===== config.mk =====
export PLATFORM = sky130hd
export DESIGN_NAME = troca_contexto
export DESIGN_NICKNAME = d
export VERILOG_FILES = /design/src/rtl/troca_contexto.sv
export SDC_FILE = /design/constraint.sdc
export NUM_CORES = 1
export LEC_CHECK = 0
export ABC_AREA = 1
export CAP_MARGIN = 20
export CORE_ASPECT_RATIO = 0.7
export CORE_MARGIN = 2
export CORE_UTILIZATION = 55
export CTS_CLUSTER_SIZE = 28
export DETAILED_ROUTE_END_ITERATION = 16
export GPL_ROUTABILITY_DRIVEN = 1
export PLACE_DENSITY = 0.76
export SETUP_SLACK_MARGIN = 0.5
export SYNTH_ARGS = -nofsm -noshare
export SYNTH_HDL_FRONTEND = slang
export SYNTH_SLANG_ARGS = --single-unit

===== constraint.sdc =====
create_clock -name clk -period 12.7 [get_ports clk]
set_input_delay 1.905 -clock clk [delete_from_list [all_inputs] [get_ports clk]]
set_output_delay 1.905 -clock clk [all_outputs]
set_load 0.03 [all_outputs]

===== src/rtl/troca_contexto.sv =====
// Context-switch controller: saves the preempted process PC into a per-process
// table, enters the OS handler, and restores a user PC on an OS dispatch.
module troca_contexto #(
    parameter int          N_PROC   = 8,
    parameter logic [31:0] SO_ENTRY = 32'd0
) (
    input  logic        clk,
    input  logic        reset,
    input  logic        swap_SO,
    input  logic [31:0] ultimo_pc,
    input  logic        despacho,
    input  logic [4:0]  desp_id,
    input  logic        ini_we,
    input  logic [4:0]  ini_id,
    input  logic [31:0] ini_pc,
    input  logic [4:0]  cons_id,
    output logic [31:0] cons_pc,
    output logic [4:0]  idProc,
    output logic [31:0] pc_novo,
    output logic        carrega_pc,
    output logic        pausa_PC,
    output logic        erro
);

    localparam logic [5:0] NP = 6'(N_PROC);

    typedef enum logic [1:0] {EXEC, SALVA, ENTRA_SO, RESTAURA} estado_t;

    estado_t     state_q;
    logic [4:0]  idProc_q, id_salvo_q, desp_q;
    logic [31:0] pc_novo_q, pc_salvo_q;
    logic        carrega_q, pausa_q, erro_q, swap_ant_q;
    logic [31:0] tabela_q [N_PROC];
    logic [31:0] rest_pc;
    logic        swap_edge, desp_ok;

    assign swap_edge = swap_SO & ~swap_ant_q;
    assign desp_ok   = (desp_id != 5'd0) && ({1'b0, desp_id} < NP);

    // Index-match muxes keep the 5-bit ids independent of the table depth.
    always_comb begin
        cons_pc = 32'd0;
        rest_pc = 32'd0;
        for (int i = 0; i < N_PROC; i++) begin
            if (cons_id == 5'(i)) cons_pc = tabela_q[i];
            if (desp_q  == 5'(i)) rest_pc = tabela_q[i];
        end
    end

    // The pending save takes precedence over an OS initial-PC write to the same slot.
    always_ff @(posedge clk or posedge reset) begin
        if (reset) begin
            for (int i = 0; i < N_PROC; i++) tabela_q[i] <= 32'd0;
        end else begin
            for (int i = 0; i < N_PROC; i++) begin
                if (state_q == SALVA && id_salvo_q == 5'(i))
                    tabela_q[i] <= pc_salvo_q;
                else if (ini_we && ini_id == 5'(i))
                    tabela_q[i] <= ini_pc;
            end
        end
    end

    always_ff @(posedge clk or posedge reset) begin
        if (reset) begin
            state_q    <= EXEC;
            idProc_q   <= 5'd0;
            pc_novo_q  <= SO_ENTRY;
            carrega_q  <= 1'b0;
            pausa_q    <= 1'b1;
            erro_q     <= 1'b0;
            swap_ant_q <= 1'b0;
            pc_salvo_q <= 32'd0;
            id_salvo_q <= 5'd0;
            desp_q     <= 5'd0;
        end else begin
            swap_ant_q <= swap_SO;
            carrega_q  <= 1'b0;
            erro_q     <= 1'b0;
            case (state_q)
                EXEC: begin
                    if (idProc_q != 5'd0) begin
                        if (swap_edge) begin
                            pc_salvo_q <= ultimo_pc;
                            id_salvo_q <= idProc_q;
                            pausa_q    <= 1'b0;
                            state_q    <= SALVA;
                        end
                    end else if (despacho) begin
                        if (desp_ok) begin
                            desp_q  <= desp_id;
                            pausa_q <= 1'b0;
                            state_q <= RESTAURA;
                        end else begin
                            erro_q <= 1'b1;
                        end
                    end
                end
                SALVA: state_q <= ENTRA_SO;
                ENTRA_SO: begin
                    idProc_q  <= 5'd0;
                    pc_novo_q <= SO_ENTRY;
                    carrega_q <= 1'b1;
                    pausa_q   <= 1'b1;
                    state_q   <= EXEC;
                end
                RESTAURA: begin
                    idProc_q  <= desp_q;
                    pc_novo_q <= rest_pc;
                    carrega_q <= 1'b1;
                    pausa_q   <= 1'b1;
                    state_q   <= EXEC;
                end
                default: state_q <= EXEC;
            endcase
        end
    end

    assign idProc     = idProc_q;
    assign pc_novo    = pc_novo_q;
    assign carrega_pc = carrega_q;
    assign pausa_PC   = pausa_q;
    assign erro       = erro_q;

endmodule


==> results.yml, run 1 <==
synth:
  synthArstFlopShare_pct: 100
  synth-edff-count: 0
  yosysWarnings: 0
  ys_ff_latch: 341
  synth-seq-area-share_pct: 45.4
  synth_common_cells: "nand2_1 (722), dfrtp_1 (340), o21ai_0 (340)"
  synth_area_leader_cell: "dfrtp_1"
  netlist_instances: 2609
  synth.area.top_cells: "dfrtp_1 (45%), nand2_1 (14%), o21ai_0 (9.0%)"
  synth_cell_type_count: 32
  yosys.area.top_type_share_pct: 45.2
  syn_nets: 2693
  avgSynthCellArea_um2: 7.21
  synth_area_um2: 18800
  yosysMostFrequentCell: "nand2_1"
  ys.flop_type: "dfrtp_1"
worst_setup_path:
  cp.arrival_ps: 5320
  critPathMaxFanout: 19
  worstSetupStartpointType: "input pin"
  crit_type: "input pin to primary output"
  reg2reg_depth: 8
  cp-startpoint: "cons_id[1]"
  crit_path_end_kind: "primary output"
  regToRegStartpoint: "state_q[1]$_DFFE_PP0P_"
  required_ps: 10800
place:
  pre_cts_ws_ps: 5690
  place.gp.congestion: 0.921
  dpl.hpwl_mm: 38.6
  io_buffers: 155
clocking:
  post_cts_resized: 0
  clock_latency_ps: 540
  cts_sinks: 341
  cts_tree: "yes"
  cts_made_buffers: 35
  htreeDepth: 2
  clkTransAtPathRegs_ps: 60
  cts_root_buffer: "clkbuf_16"
  post_cts_buffers: 0
  cts_hold_buffers: 0
  cts_buffer_depth: 3
job:
  drv_cap: 0
timing:
  clock_skew_ps: 18.0
  grt_setup_unrepaired: "no"
  post-route-period-util_pct: 56.9
  slew_viol_final: 0
  setup_viol: 0
  fin_ws_ps: 5480
  min_period_ps: 7220
  final.setup.tns_ps: 0
  timing.fmax_ghz: 0.138
  relSlewSlack_pct: 17.2
  hold_viol_final: 0
  worstMarginPinSlew_ps: 1240
drt:
  detail-route-antenna-nets: 0
  first_pass_iters: 7
  vias: 20100
  postRouteWirelength_mm: 70.1
  drtIter0Drc: 3461
  wl_per_cell_um: 22.5
  vias_per_cell: 6.45
  drc: 0
outcome:
  status: "complete, no violations"
floorplanning:
  coreArea_um2: 33600
  die_area_um2: 35700
  die_y_um: 159
  io_pins: 156
  die_x_um: 225
  row_count: 56
  initial_core_util_pct: 56.0
global_route:
  grt_pass1_vias: 18500
  grt_use_met2_pct: 53.5
  grtUsageMet1_pct: 54.9
  use_met3_pct: 12.0
  grt.total_usage_pct: 38.5
  grt_overflow_total: 0
  grt_first_pass_wirelength_mm: 106
  grt_max_degree: 181
  busiest_layer: "met1"
  antenna_found_initial: 2
layout:
  drive_gt1_share_pct: 4.63
  finalNetCount: 2741
  areaGrowthSynthToFinish_pct: 14.8
  fin_util_pct: 64.3
min_path:
  worstHoldPathType: "flip-flop to flip-flop"
  whs_path_depth: 2
  min-delay-start: "pc_novo[27]$_DFFE_PP0P_"
pwr:
  ir_worst_vdd_mv: 0.129
  leakage_nw: 9.89
  totalPowerFinal_mw: 4.67
  power.density_nw_per_um2: 216
through the flow:
step | hold slack, ps | cells | area [um^2]
after floorplan | 475 | 2609 | 18800
after global placement | 463 | 3055 | 20400
after detailed placement | 465 | 3055 | 20400
after CTS | 482 | 3116 | 21600
after global routing | 485 | 3117 | 21600
final | 477 | 3118 | 21600
final timing paths:
path                                             end  slack, ps
hold reg to reg              pc_novo[27]$_DFFE_PP0P_        480
max in group asynchronous  tabela_q[202]$_DFFE_PP0P_       8590
min in group asynchronous    pc_novo[20]$_DFFE_PP0P_       1850
setup / recovery                         cons_pc[10]       5480
setup reg to reg            tabela_q[14]$_DFFE_PP0P_       8410
hold / removal               pc_novo[27]$_DFFE_PP0P_        480
sequential cells by signal, indices dropped and copies added (netlist names):
signal      cells
tabela_q      256
swap_ant_q      1
desp_q          5
carrega_pc      1
pc_salvo_q     32
pc_novo        32
idProc          5
erro            1
pausa_PC        1
id_salvo_q      5
state_q         2
placed cells by master (no fill, tap or decap), types with 2 or more instances in the layout:
cell             Yosys  layout
buf_4                4      25
a31oi_1             62      62
inv_1              235     230
o22ai_1             81      81
nor3_1              10       8
bufinv_16            0       2
o21ai_1             22      22
nand3_1            127     125
o21ai_0            340     340
o211ai_1            60      60
clkbuf_8             0       7
inv_2                7      11
clkbuf_16            0      37
nor3_2               0       2
nand4_1             72      72
a21oi_1             73      73
diode_2              0       2
mux2_2               4       4
nor2_4               0       6
nand2_1            722     715
nand2_2              2       8
clkdlybuf4s50_1      0     155
nand2_4              3       4
nor4_1              10      10
clkbuf_1           111      10
nor2_1             252     252
dfrtp_1            340     340
clkinv_2             1       5
nor3_4               3       3
cell families (layout without fill, tap and decap cells):
logic type / after synthesis / after routing / share of synthesized area (%)
AOI/OAI and AO/OA: 640 / 640 / 18.8
buffers and inverters: 416 / 488 / 9.00
DFF: 341 / 341 / 45.4
muxes: 4 / 4 / 0.240
other: 0 / 2 / 0
and+or+nand+nor: 1208 / 1208 / 26.6
layout make-up:
type,instances,area (um^2)
antenna,2,5.00
multi-input combinational,1852,8660
clock inverter,7,87.6
sequential,341,8530
timing repair buffer,181,1760
fill,2909,12000
clock buffer,54,1060
inverter,246,940
tap,435,544
routing by layer:
metal / vias up / part of all wire, % / routed length, um
met2: 1687 / 41 / 28400
met1: 9361 / 39 / 27100
met4: 0 / 4.8 / 3340
met5: - / 0 / 0
met3: 314 / 16 / 11300
li1: 8755 / - / -
where the power goes:
group | total, mW | internal, mW | switching (mW)
logic | 1.58 | 0.533 | 1.04
clock network | 1.07 | 0.615 | 0.457
registers | 2.02 | 1.59 | 0.433
critical path: stages:
cell and delay [ps]:
clkdlybuf4s50_1 490, inv_1 130, nor2_1 60, nand3_1 70, buf_4 310, clkinv_1 970, nand2_1 290, o211ai_1 120
o22ai_1 140, nand4_1 180, clkdlybuf4s50_1 640
(Power assumes the default switching activity.)
==> run 2, diff against run 1 <==
==> constraint.sdc (replaced) <==
create_clock -name clk -period 7.2 [get_ports clk]
set_input_delay 1.08 -clock clk [delete_from_list [all_inputs] [get_ports clk]]
set_output_delay 1.08 -clock clk [all_outputs]
set_load 0.03 [all_outputs]
==> run 2 against run 1 <==
Net effect: first-iteration DRC count shrank 3.2%; via count is 0.90% lower; total power grew 75%; clock power increased by 73%; clock skew grew 5.7 ps; count of clock-buffer cells in the layout unchanged; sequential power increased by 76%; wire length down 0.72%; die area did not move; sequential cell count did not move; critical endpoint is now cons_pc[14].
==> results.yml, run 2 (synthesis gave the netlist of run 1 again) <==
timing:
  whs_ps: 478
  min_period_ps: 5460
  grt_setup_unrepaired: "no"
  clock_skew_ps: 23.7
  worstMarginPinSlew_ps: 1150
  relSlewSlack_pct: 23.0
  final.setup.tns_ps: 0
  post-route-period-util_pct: 75.8
  timing.fmax_ghz: 0.183
  setup_viol: 0
  slew_viol_final: 0
  hold_viol_final: 0
worst_setup_path:
  cp.arrival_ps: 4380
  required_ps: 6120
  crit_type: "input pin to primary output"
  crit_path_frequent_cell: "clkdlybuf4s50_1"
  slowest_delay_ps: 770
  crit_path_end_kind: "primary output"
  critPathMaxFanout: 17
  critical_path.cell_chain: "clkdlybuf4s50_1 > nor2_1 > nand3_1 > inv_1 > buf_4 > nand2_1 > o211ai_1 > o22ai_1 > nand4_1 > clkdlybuf4s50_1"
  regToRegSetupSlack_ps: 3030
  cpMaxStageDelayCell: "inv_1"
  worstSetupStartpointType: "input pin"
floorplanning:
  io_pins: 156
  coreArea_um2: 33600
  row_count: 56
  initial_core_util_pct: 56.0
  die_area_um2: 35700
  die_x_um: 225
  die_y_um: 159
layout:
  fin_util_pct: 64.3
  drive_gt1_share_pct: 4.73
  n_fill_cell: 2864
  largest_reg_flops: 256
  finalNetCount: 2747
  layout_commonest_cell: "nand2_1"
  areaGrowthSynthToFinish_pct: 14.8
  multi_input_area_um2: 8650
  final_cell_mix: "nand2_1 (716), o21ai_0 (340), dfrtp_1 (340)"
  ff_latch_area_um2: 8530
  regMostFlops: "tabela_q"
  fin_cells: 3121
pwr:
  p_clk_share_pct: 22.7
  pwr-share-seq_pct: 43.5
  pwr-share-comb_pct: 33.9
  ir_worst_vdd_mv: 0.318
  sw_frac_of_total_pct: 41.6
  p_switching_mw: 3.40
  leakage_nw: 9.88
  internal_power_mw: 4.78
  power.density_nw_per_um2: 379
  totalPowerFinal_mw: 8.18
drt:
  vias_per_cell: 6.39
  drc: 0
  drtIter0Drc: 3351
  vias: 19900
  detail-route-antenna-nets: 0
  wl_per_cell_um: 22.3
  postRouteWirelength_mm: 69.6
  first_pass_iters: 9
clocking:
  clock_latency_ps: 550
  cts_tree: "yes"
  cts_hold_buffers: 0
  clkTransAtPathRegs_ps: 60
  cts_sinks: 341
  cts_root_buffer: "clkbuf_16"
  cts_buffer_depth: 3
  post_cts_buffers: 0
  cts_made_buffers: 36
  htreeDepth: 2
  post_cts_resized: 0
place:
  dp_cells: 3060
  place.gp.congestion: 0.949
  dpl.hpwl_mm: 39.1
  io_buffers: 155
global_route:
  antenna_found_initial: 1
  grt_first_pass_wirelength_mm: 107
  grt_overflow_total: 0
  grt_pass1_vias: 18900
  grt.total_usage_pct: 38.9
  grt_max_degree: 152
outcome:
  status: "complete, no violations"
min_path:
  worstHoldPathType: "flip-flop to flip-flop"
job:
  drv_cap: 0
run 2: changes by cell type in the layout (fill, tap and decap cells not counted), sizes merged:
cell      change
inv           +1
clkinvlp      +1
buf           +5
clkinv        -2
diode         -1
bufinv        -1
run 2: through the flow:
step | setup slack (ps) | instance area, um^2
after floorplan | 1560 | 18800
after global placement | 2020 | 20500
after detailed placement | 1880 | 20500
after CTS | 1910 | 21600
after global routing | 1610 | 21600
final | 1740 | 21600
run 2: final cells by class:
cell class / count / area share, %
clock inverters: 6 / 0.301
repair buffers: 186 / 8.32
clock buffers: 54 / 4.86
diodes: 1 / 0.0116
flip-flops and latches: 341 / 39.5
multi-input cells: 1852 / 40.1
well taps: 435 / 2.52
inverters: 246 / 4.34
run 2: power groups by stage:
stage	logic (mW)	registers (mW)	clock network, mW
after floorplan	1.74	3.45	0
after global placement	2.59	3.49	0
after detailed placement	2.69	3.52	0
after CTS	2.71	3.50	1.85
after global routing	3.06	3.64	1.92
final	2.77	3.56	1.85
run 2: critical path, delay by kind of cell:
family	cells	cell delay, ps
and+or+nand+nor	4	760
AOI/OAI and AO/OA	2	190
buffers and inverters	4	2340
run 2: layer usage:
layer | global-route usage [%] | share of wire, %
met1 | 55.9 | 38
met2 | 55.1 | 41
met3 | 10.1 | 16
met4 | 17.8 | 4.7
met5 | 0 | 0
run 2: path summary, 6_finish.rpt:
check / end / from / depth (start not counted)
max: cons_pc[14] / cons_id[2] / 10
min: pc_novo[15]$_DFFE_PP0P_ / pc_novo[15]$_DFFE_PP0P_ / 2
max reg2reg: tabela_q[10]$_DFFE_PP0P_ / state_q[1]$_DFFE_PP0P_ / 8
min reg2reg: pc_novo[15]$_DFFE_PP0P_ / pc_novo[15]$_DFFE_PP0P_ / 2
max in group asynchronous: pc_novo[27]$_DFFE_PP0P_ / reset / 3
min in group asynchronous: pc_novo[20]$_DFFE_PP0P_ / reset / 2
